$ cat config.mk
export PLATFORM = sky130hd
export DESIGN_NAME = count_source
export DESIGN_NICKNAME = d
export VERILOG_FILES = /design/src/rtl/count_source.sv
export SDC_FILE = /design/constraint.sdc
export NUM_CORES = 1
export LEC_CHECK = 0
export ABC_AREA = 0
export CAP_MARGIN = 20
export CORE_UTILIZATION = 50
export CTS_CLUSTER_SIZE = 25
export DETAILED_ROUTE_END_ITERATION = 8
export GPL_TIMING_DRIVEN = 0
export PLACE_DENSITY_LB_ADDON = 0.3
export SYNTH_ARGS = -nofsm -noshare
export SYNTH_HDL_FRONTEND = slang
export SYNTH_SLANG_ARGS = --single-unit
$ cat constraint.sdc
create_clock -name clk -period 5.33 [get_ports clk]
set_input_delay 1.066 -clock clk [delete_from_list [all_inputs] [get_ports clk]]
set_output_delay 1.066 -clock clk [all_outputs]
set_load 0.02 [all_outputs]
$ cat src/rtl/count_source.sv
// Runtime-prescaled up-counter with start/stop/clear/load control that feeds
// the blinker stage's currentCount input.

module count_source #(
    parameter int WIDTH      = 16,
    parameter int PRESCALE_W = 8
) (
    input  logic                  clk,
    input  logic                  rst,
    input  logic                  start,
    input  logic                  stop,
    input  logic                  clear,
    input  logic                  load,
    input  logic [WIDTH-1:0]      load_value,
    input  logic                  oneshot,
    input  logic [PRESCALE_W-1:0] prescale,
    output logic [WIDTH-1:0]      current_count,
    output logic                  wrap_tick,
    output logic                  running
);

    typedef enum logic [1:0] {
        IDLE = 2'd0,
        RUN  = 2'd1,
        DONE = 2'd2
    } state_t;

    state_t                  state_q, state_d;
    logic [PRESCALE_W-1:0]   pre_cnt_q, pre_cnt_d;
    logic [WIDTH-1:0]        count_q, count_d;
    logic                    wrap_q, wrap_d;
    logic                    running_q, running_d;

    logic active;
    logic step;
    logic at_max;
    logic wrap_now;

    // A stop sampled in RUN freezes both the prescaler and the count that cycle.
    always_comb begin
        active   = (state_q == RUN) && !stop;
        step     = active && (pre_cnt_q >= prescale);
        at_max   = &count_q;
        wrap_now = step && at_max && !clear && !load;
    end

    always_comb begin
        count_d   = count_q;
        pre_cnt_d = pre_cnt_q;
        if (clear) begin
            count_d   = '0;
            pre_cnt_d = '0;
        end else if (load) begin
            count_d   = load_value;
            pre_cnt_d = '0;
        end else if (step) begin
            pre_cnt_d = '0;
            if (!(at_max && oneshot)) begin
                count_d = count_q + 1'b1;
            end
        end else if (active) begin
            pre_cnt_d = pre_cnt_q + 1'b1;
        end
    end

    // Stop beats start everywhere; clear only moves the FSM when it is parked in DONE.
    always_comb begin
        state_d = state_q;
        unique case (state_q)
            IDLE: begin
                if (start && !stop) begin
                    state_d = RUN;
                end
            end
            RUN: begin
                if (stop) begin
                    state_d = IDLE;
                end else if (wrap_now && oneshot) begin
                    state_d = DONE;
                end
            end
            DONE: begin
                if (start && !stop) begin
                    state_d = RUN;
                end else if (clear) begin
                    state_d = IDLE;
                end
            end
            default: state_d = IDLE;
        endcase
        wrap_d    = wrap_now;
        running_d = (state_d == RUN);
    end

    always_ff @(posedge clk or posedge rst) begin
        if (rst) begin
            state_q   <= IDLE;
            pre_cnt_q <= '0;
            count_q   <= '0;
            wrap_q    <= 1'b0;
            running_q <= 1'b0;
        end else begin
            state_q   <= state_d;
            pre_cnt_q <= pre_cnt_d;
            count_q   <= count_d;
            wrap_q    <= wrap_d;
            running_q <= running_d;
        end
    end

    assign current_count = count_q;
    assign wrap_tick     = wrap_q;
    assign running       = running_q;

endmodule

# After elaboration in Yosys (flattened, before gate mapping)
# Index checks and enable logic that the tools add are counted.
[word_totals]
register_bits = 28
inputBits = 31
wordCells = 42
output_inout_bits = 18
[op_classes]
n_reduce_logical = 16
eq_ne = 4
muxes = 14
n_addsub = 2
order_cmp = 1
[ops]
columns = ["operator", "count"]
rows = [
  ["16-bit 2-to-1 mux", 4],
  ["8-bit 2-to-1 mux", 4],
  ["16-bit by 1-bit adder with 16-bit output, second input constant", 1],
  ["16-bit AND reduction", 1],
  ["2-bit 2-to-1 mux", 5],
  ["8-bit by 1-bit adder with 8-bit output, second input constant", 1],
  ["8-bit >= comparator", 1],
  ["1-bit logical AND", 8],
  ["2-bit case mux with 3 select lines", 1],
  ["2-bit by 1-bit equality test with 1-bit output, second input constant", 2],
  ["4-bit nonzero test", 1],
  ["1-bit zero test", 3],
  ["3-bit inequality test, second input constant", 1],
  ["3-bit nonzero test", 1],
  ["2-bit equality test, second input constant", 1],
  ["2-bit zero test", 1],
  ["2-bit AND reduction", 1],
]

# Logic depth before layout (Yosys ltp)
# Gate-level depths: netlist of run 1.
[depth]
ltp_word = 11
depth_mapped = 9
mapped_depth_nobuf = 8

# Worst setup path before layout of run 1
# Ideal clock, no wire load.
[synth_path]
path_type = "input to register"
start = "input prescale[2]"
end = "register count_q[1], in the netlist current_count[1]"
t_required_ns = 5.209
setup_time_ns = 0.121
arrival_time_ns = 2.556
path_slack_ns = 2.653
cell_stages = 9
path_buffers = 1
cell_sequence = "inv_1 ha_1 and3_1 o21ai_1 a31oi_2 o31ai_4 buf_6 nand2_2 a22o_1"
[synth_between]
elab_chain_cells = 4
[synth_lines]
columns = ["item", "line_no", "source"]
rows = [
  ["from (decl)", "16", "input logic [PRESCALE_W-1:0] prescale,"],
  ["8-bit >= comparator", "42", "step = active && (pre_cnt_q >= prescale);"],
  ["1-bit logical AND", "42", ""],
  ["3-bit nonzero test (no source line)", "-", ""],
  ["2-bit AND reduction (no source line)", "-", ""],
  ["to (signal assigned)", "105", "count_q <= count_d;"],
  ["to (decl)", "30", "logic [WIDTH-1:0] count_q, count_d;"],
]
# No other way between the ends.
# A chain may end at the register's enable or synchronous reset.

# Final worst setup path of run 1
# Ends and elaborated chain as after synthesis.

==> flow_summary.yaml, run 1 <==
floorplan:
  core_area_mm2: 0.00347
  chipHeight_um: 63.4
  dieArea_mm2: 0.00401
  fp.dieW_um: 63.4
  ioPinCount: 49
  start_util_pct: 54.3
  rows: 21
synthesis:
  synth_edf_count: 0
  synth_cell_types: 44
  syn_area_per_cell_um2: 8.88
  synth_area_leaders: "dfrtp_1 (37%), ha_1 (6.6%), nand2_1 (5.0%)"
  synth_area_leader_cell: "dfrtp_1"
  synth_cells: 212
  ys_ff_latch: 28
  ys_seq_area_share_pct: 37.2
  ys.flop_type: "dfrtp_1"
  netlist.area_leader.share_pct: 37.2
  netlist_area_mm2: 0.00188
  yosys_warnings: 0
  async_flop_share_pct: 100
  syn_nets: 253
worst_setup_path:
  worstSetupPathType: "input port to flop"
  r2r_slack_ns: 3.05
  critPathArrivalTime_ns: 3.24
  reg2reg_to: "current_count[1]"
  cp.required_ns: 5.51
  cp_slowest_stage_delay_ns: 0.45
  crit_path_end_kind: "flop"
  crit_fanout: 10
  critPathTopFamily: "compound AO/OA/AOI/OAI gates"
  cp_num_cells: 10
  reg2reg_from: "pre_cnt_q[2]"
  crit_slowest_cell: "clkdlybuf4s50_1"
  start_kind: "input port"
  crit_chain: "clkdlybuf4s50_1 -> inv_1 -> ha_1 -> and3_1 -> o21ai_1 -> a31oi_2 -> o31ai_4 -> buf_6 -> nand2_2 -> a22o_1"
  r2r_cells: 8
  worst-path-buf-inv: 3
cts:
  clock_latency_ns: 0.28
  cts_buffers: 3
  cts_root_buf: "clkbuf_8"
  cts.sinks: 28
  cts-resized-gates: 0
  cts_tree: "built"
  path_clk_slew_ns: 0.09
  htree_levels: 1
  hold_buffers: 0
  clockBufferDepth: 2
  cts_setup_buffers: 0
global_routing:
  grt_pass1_vias: 1638
  grt_antenna_before_repair: 0
  overflow: 0
  grt_max_degree: 29
  grt_usage_pct: 24.0
  grt_pass1_wl_um: 7520
drt:
  drt-vias-per-instance: 6.17
  antenna_left: 0
  wl_per_cell_um: 14.9
  finalWirelength_um: 4620
  drt_iter0_markers: 268
  drc: 0
  dr_total_vias: 1913
  drt_pass1_iterations: 5
place:
  dp_cells: 305
  pre_cts_ws_ns: 1.96
  io_buffer_count: 47
  routabilityCongestion: 0.877
  dpl.hpwl_um: 3300
cells_and_area:
  drive_gt1_share_pct: 11.0
  fillerInstances: 290
  area_growth_pct: 31.8
  finalNetCount: 306
  fin_cells: 310
  mostFrequentLayoutCells: "clkdlybuf4s50_1 (47), dfrtp_1 (28), nand2_1 (25)"
  final_common_cell: "clkdlybuf4s50_1"
  diodes: 0
sta:
  rsz0062_at_grt: "no"
  hold_viol: 0
  max_clock_freq_ghz: 0.326
  setup_viol: 0
  tightest_slew_ns: 0.587
  fin_ws_ns: 2.26
  skew_ns: 0.00593
  drv_slew: 0
  fin_crit_sh_pct: 57.6
  maxSlewHeadroom_pct: 60.8
  min_period_ns: 3.07
  setup-tns-final_ns: 0
power:
  power_density_mw_per_mm2: 182
  leakagePower_uw: 0.000961
  peakVddDrop_uv: 124
hold_path:
  hold_depth: 1
  holdCritStartpoint: "state_q[0]"
  hold_class: "flop to flop"
  min_to: "state_q[0]"
job:
  cap_violations: 0
outcome:
  outcome: "completed"
## worst max path at each step
stage	startpoint	end	slack, ns
finish	prescale[2]	current_count[1]	2.26
global route	prescale[2]	current_count[1]	2.11
CTS	prescale[2]	current_count[1]	2.25
detailed placement	prescale[2]	current_count[1]	1.96
global placement	prescale[2]	current_count[1]	1.97
floorplan	prescale[2]	current_count[1]	2.65
## synth_stat cells, drive strengths merged (2+ instances only)
cell type  instances
o22ai              7
buf                5
a21oi             18
nor4              11
clkbuf             5
inv               13
ha                10
nand4              5
a22o               2
o311ai             9
nor3              15
o21ai             13
nand2             26
dfrtp             28
nor2              11
or2                2
and3               2
a31oi              3
nand3             11
o31ai              2
## worst register-to-register path, delay by kind of cell (launching register included)
kind            cells  cell delay [ns]
compound gates      4             0.91
fa+ha+maj           1             0.31
buf+inv             1             0.21
flops               1             0.46
simple gates        2             0.28
## area by class of cell
type | instances | area [um2] | area share, %
flip-flops and latches | 28 | 701 | 28.3
clock buffers | 4 | 55.1 | 2.22
repair buffers | 48 | 485 | 19.6
multi-input cells | 161 | 1050 | 42.2
inverters | 13 | 48.8 | 1.97
plain buffers | 10 | 85.1 | 3.43
well taps | 46 | 57.6 | 2.32
## flip-flops by register name, indices dropped and copies added (netlist names)
register / count
current_count: 16
pre_cnt_q: 8
state_q: 2
running: 1
wrap_tick: 1
## power breakdown
part	internal, uW	switching (uW)	leakage, uW	total [uW]
clock	66.3	68.4	0.0000288	135
combinational	46.9	42.0	0.000550	88.9
sequential	219	9.06	0.000382	229
## per-stage QoR
stage	hold slack (ns)	utilization [%]	area, um2	power, uW
after floorplan	0.486	-	1880	275
after global placement	0.513	69.5	2410	319
after detailed placement	0.537	69.5	2410	320
after CTS	0.539	71.1	2460	452
after global routing	0.582	71.5	2480	471
final	0.545	71.5	2480	452
## kinds of logic after synthesis
| logic type | synth area share, % |
|---|---|
| buffers and inverters | 7.11 |
| muxes | 0.532 |
| and+or+nand+nor | 24.6 |
| DFF | 37.2 |
| adders and majority gates | 6.65 |
| xor gates and xnor gates | 0.931 |
| AOI/OAI and AO/OA | 22.9 |
## routing by layer
metal	global-route usage [%]	part of all wire (%)
met5	0	0
met4	10.8	2.1
met3	3.99	8.1
met2	33.8	43
met1	35.4	47
No activity file was read; power rests on OpenSTA's default activity.
==> run 2: changes to the inputs <==
--- a/config.mk
+++ b/config.mk
@@ -7,7 +7,7 @@
 export LEC_CHECK = 0
 export ABC_AREA = 0
 export CAP_MARGIN = 20
-export CORE_UTILIZATION = 50
+export CORE_UTILIZATION = 44
 export CTS_CLUSTER_SIZE = 25
 export DETAILED_ROUTE_END_ITERATION = 8
 export GPL_TIMING_DRIVEN = 0
==> constraint.sdc (replaced) <==
create_clock -name clk -period 2.78 [get_ports clk]
set_input_delay 0.556 -clock clk [delete_from_list [all_inputs] [get_ports clk]]
set_output_delay 0.556 -clock clk [all_outputs]
set_load 0.02 [all_outputs]
==> run 2 against run 1 <==
- die area grew 13%
- via count is 5.1% lower
- global-route usage down 2.2 points
- sequential power is 91% higher
- wire length up 0.22%
- register-to-register slack worse by 2.6 ns
- worst setup slack worse by 2.1 ns
- critical path depth stayed put
- first-iteration DRC count fell by 30%
- largest cell class unchanged
- largest power group unchanged
==> flow_summary.yaml, run 2 (synthesized netlist as in run 1, its figures left out) <==
outcome:
  outcome: "completed"
cells_and_area:
  finalNetCount: 306
  drive_gt1_share_pct: 10.6
  largest_reg_flops: 16
  mostFrequentLayoutCells: "clkdlybuf4s50_1 (47), dfrtp_1 (28), nand2_1 (25)"
  area_growth_pct: 32.0
  diodes: 0
  fillerInstances: 369
  final_common_cell: "clkdlybuf4s50_1"
cts:
  cts-resized-gates: 0
  hold_buffers: 0
  cts.sinks: 28
  cts_tree: "built"
  path_clk_slew_ns: 0.10
  htree_levels: 1
  cts_setup_buffers: 0
  clockBufferDepth: 2
  cts_buffers: 3
  clock_latency_ns: 0.28
  cts_root_buf: "clkbuf_8"
place:
  pre_cts_ws_ns: -0.109
  routabilityCongestion: 0.866
  dpl.hpwl_um: 3320
  io_buffer_count: 47
global_routing:
  overflow: 0
  met1_usage_pct: 31.3
  use_met2_pct: 33.5
  busiest_layer: "met2"
  grt_pass1_wl_um: 7430
  grt_pass1_vias: 1598
  grt_usage_pct: 21.7
  grt_antenna_before_repair: 0
  grt_max_degree: 29
  use_met3_pct: 2.70
drt:
  finalWirelength_um: 4630
  drt_pass1_iterations: 4
  drt_iter0_markers: 188
  wl_per_cell_um: 14.8
  drt-vias-per-instance: 5.80
  drc: 0
  dr_total_vias: 1815
  antenna_left: 0
worst_setup_path:
  worst-path-buf-inv: 3
  crit_path_end_kind: "flop"
  crit_slowest_cell: "clkdlybuf4s50_1"
  critPathArrivalTime_ns: 2.77
  cp_slowest_stage_delay_ns: 0.45
  start_kind: "input port"
  crit_chain: "clkdlybuf4s50_1 -> inv_1 -> ha_1 -> and3_1 -> o21ai_1 -> a31oi_2 -> o31ai_4 -> buf_6 -> nand2_2 -> a22o_1"
  critPathTopFamily: "compound AO/OA/AOI/OAI gates"
  worstSetupPathType: "input port to flop"
  crit_fanout: 10
  cp.required_ns: 2.96
hold_path:
  hold_class: "flop to flop"
power:
  total_power_uw: 834
  peakVddDrop_uv: 235
  leakagePower_uw: 0.000960
  power_density_mw_per_mm2: 336
sta:
  hold_viol: 0
  setup_viol: 0
  fin_ws_ns: 0.189
  tightest_slew_ns: 0.491
  skew_ns: 0.0135
  fin_crit_sh_pct: 93.2
  maxSlewHeadroom_pct: 67.2
  max_clock_freq_ghz: 0.386
  rsz0062_at_grt: "no"
  min_period_ns: 2.59
  drv_slew: 0
floorplan:
  fp.dieW_um: 67.4
  ioPinCount: 49
  core_area_mm2: 0.00406
  dieArea_mm2: 0.00454
  start_util_pct: 46.4
  rows: 23
  chipHeight_um: 67.4
job:
  cap_violations: 0
run 2: cell count changes in the layout (fill, tap and decap cells not counted), sizes merged:
cell / before / now
clkbuf: 9 / 8
run 2: cell type report:
| class | instances | area, um2 | area share (%) |
|---|---|---|---|
| buffer | 10 | 85.1 | 3.43 |
| tap | 50 | 62.6 | 2.52 |
| clock buffer | 3 | 41.3 | 1.66 |
| multi-input combinational | 161 | 1050 | 42.2 |
| timing repair buffer | 48 | 498 | 20.1 |
| sequential | 28 | 701 | 28.2 |
| inverter | 13 | 48.8 | 1.96 |
run 2: final timing paths:
| kind | startpoint | endpoint | slack, ns | depth (start not counted) |
|---|---|---|---|---|
| hold / removal | state_q[0] | running | 0.53 | 1 |
| min in group asynchronous | rst | running | 0.58 | 2 |
| setup reg to reg | pre_cnt_q[2] | current_count[1] | 0.46 | 8 |
| hold reg to reg | state_q[0] | running | 0.53 | 1 |
| setup / recovery | prescale[2] | current_count[1] | 0.19 | 10 |
| max in group asynchronous | rst | pre_cnt_q[7] | 1.76 | 3 |
run 2: per-stage QoR:
step / hold WS [ns] / instances / cell area, um2 / util (%) / setup TNS (ns)
2_1_floorplan: 0.486 / 212 / 1880 / - / 0
3_3_place_gp: 0.510 / 309 / 2410 / 59.5 / -0.784
3_5_place_dp: 0.523 / 309 / 2410 / 59.5 / -1.13
4_1_cts: 0.537 / 312 / 2460 / 60.5 / 0
5_1_grt: 0.574 / 313 / 2480 / 61.2 / 0
6_report: 0.530 / 313 / 2480 / 61.2 / 0
run 2: metal layers:
metal  routed length (um)  up-vias
met5                    0        -
met4                   53        0
met3                  297        4
met2                 2040       62
met1                 2230      854
li1                     -      895
run 2: where the power goes:
part | switching, uW | total [uW] | internal [uW]
Combinational | 80.3 | 172 | 91.9
Sequential | 16.8 | 438 | 421
Clock | 126 | 224 | 97.5
Total | 223 | 834 | 610
run 2: worst register-to-register path, cell delays in order, from the launching register on:
cell,delay (ns)
dfrtp_1,0.47
ha_1,0.33
and3_1,0.19
o21ai_1,0.14
a31oi_2,0.13
o31ai_4,0.44
buf_6,0.21
nand2_2,0.10
a22o_1,0.23
==> run 3: changes to the inputs <==
--- a/config.mk
+++ b/config.mk
@@ -6,7 +6,7 @@
 export NUM_CORES = 1
 export LEC_CHECK = 0
 export ABC_AREA = 0
-export CAP_MARGIN = 20
+export ABC_CLOCK_PERIOD_IN_PS = 2780
 export CORE_UTILIZATION = 44
 export CTS_CLUSTER_SIZE = 25
 export DETAILED_ROUTE_END_ITERATION = 8
==> run 3 against run 2 <==
- fmax hardly changed
- utilization is 0.68 points lower
- sequential share of layout area is 0.32 points higher
- highest routed layer unchanged
- critical endpoint unchanged
- clock power hardly changed
- sequential cell count stayed put
- critical path depth stayed put
- wire length hardly changed
==> flow_summary.yaml, run 3 (synthesized netlist as in run 1, its figures left out) <==
power:
  combPwrFrac_pct: 20.1
  swShare_pct: 27.1
  power_density_mw_per_mm2: 339
  pwr-share-clk_pct: 27.3
  power_frac_seq_pct: 52.6
  leakagePower_uw: 0.000947
  peakVddDrop_uv: 232
  total_power_uw: 832
  p_int_uw: 606
  p_sw_uw: 225
cells_and_area:
  drive_gt1_share_pct: 10.3
  largest_reg_flops: 16
  diodes: 0
  area_growth_pct: 30.5
  finalNetCount: 305
  final_common_cell: "clkdlybuf4s50_1"
  fillerInstances: 373
  fin_util_pct: 60.5
  mostFrequentLayoutCells: "clkdlybuf4s50_1 (47), dfrtp_1 (28), nand2_1 (25)"
sta:
  max_clock_freq_ghz: 0.386
  skew_ns: 0.0113
  drv_slew: 0
  fin_crit_sh_pct: 93.2
  setup_viol: 0
  setup-tns-final_ns: 0
  min_period_ns: 2.59
  tightest_slew_ns: 1.09
  hold_viol: 0
  maxSlewHeadroom_pct: 27.6
  rsz0062_at_grt: "no"
  whs_ns: 0.531
drt:
  met2_length_um: 2070
  drt_iter0_markers: 187
  wl_per_cell_um: 14.8
  routed.top_layer: "met4"
  met1_length_um: 2270
  antenna_left: 0
  drt_pass1_iterations: 4
  dr_total_vias: 1793
  drt-vias-per-instance: 5.75
  drc: 0
  wl_met3_um: 224
  finalWirelength_um: 4620
worst_setup_path:
  cp_slowest_stage_delay_ns: 0.45
  worstSetupPathType: "input port to flop"
  crit_chain: "clkdlybuf4s50_1 -> inv_1 -> ha_1 -> and3_1 -> o21ai_1 -> a31oi_2 -> o31ai_4 -> buf_6 -> nand2_2 -> a22o_1"
  critPathArrivalTime_ns: 2.77
  crit_path_end_kind: "flop"
  cp.required_ns: 2.96
  start_kind: "input port"
  crit_slowest_cell: "clkdlybuf4s50_1"
  crit_fanout: 10
outcome:
  outcome: "completed"
floorplan:
  core_area_mm2: 0.00406
  chipHeight_um: 67.4
  fp.dieW_um: 67.4
  dieArea_mm2: 0.00454
  start_util_pct: 46.4
  ioPinCount: 49
  rows: 23
job:
  cap_violations: 0
cts:
  clockBufferDepth: 2
  cts_tree: "built"
  htree_levels: 1
  clock_latency_ns: 0.28
  cts_root_buf: "clkbuf_8"
  cts_buffers: 3
  hold_buffers: 0
  cts-resized-gates: 0
  cts_setup_buffers: 0
  cts.sinks: 28
  path_clk_slew_ns: 0.10
global_routing:
  grt_pass1_vias: 1598
  grt_antenna_before_repair: 0
  overflow: 0
  grt_max_degree: 29
  grt_usage_pct: 21.7
  grt_pass1_wl_um: 7430
hold_path:
  hold_class: "flop to flop"
place:
  io_buffer_count: 47
  dpl.hpwl_um: 3320
  routabilityCongestion: 0.866
## run 3: changes by cell type in the layout (fill, tap and decap cells not counted)
cell    before  now
buf_16       1    0
## run 3: final timing paths
path	slack [ns]	start	to	cells after the start
worst max-delay path	0.19	prescale[2]	current_count[1]	10
worst min-delay path	0.53	state_q[0]	running	1
worst max register to register	0.46	pre_cnt_q[2]	current_count[1]	8
worst min register to register	0.53	state_q[0]	running	1
max in group asynchronous	1.28	rst	pre_cnt_q[7]	2
min in group asynchronous	0.84	rst	current_count[9]	2
## run 3: routing by layer
metal | up-vias | GRT usage (%)
li1 | 892 | -
met1 | 846 | 31.3
met4 | 0 | 6.91
met2 | 51 | 33.5
met3 | 4 | 2.70
met5 | - | 0
## run 3: area by class of cell
type / instances / area (um2) / share of cell area, %
sequential: 28 / 701 / 28.5
clock buffer: 3 / 41.3 / 1.68
timing repair buffer: 47 / 470 / 19.2
inverter: 13 / 48.8 / 1.99
tap: 50 / 62.6 / 2.55
buffer: 10 / 85.1 / 3.46
multi-input combinational: 161 / 1050 / 42.6
## run 3: power groups by stage
stage / Clock [uW] / Combinational (uW) / Sequential (uW)
finish: 227 / 167 / 438
global route: 251 / 183 / 440
CTS: 231 / 169 / 437
detailed placement: 0 / 168 / 445
global placement: 0 / 167 / 445
floorplan: 0 / 69.3 / 457
## run 3: critical path: cells and delay by family
family / cells / cell delay (ns)
compound gates: 4 / 0.93
buf+inv: 3 / 0.70
fa+ha+maj: 1 / 0.30
simple gates: 2 / 0.29
## run 3: through the flow
step	worst slack [ns]	instances	instance area, um2
after detailed placement	-0.109	309	2410
after CTS	0.179	312	2460
final	0.190	312	2460
after floorplan	0.613	212	1880
after global routing	0.0466	312	2460
after global placement	-0.0975	309	2410
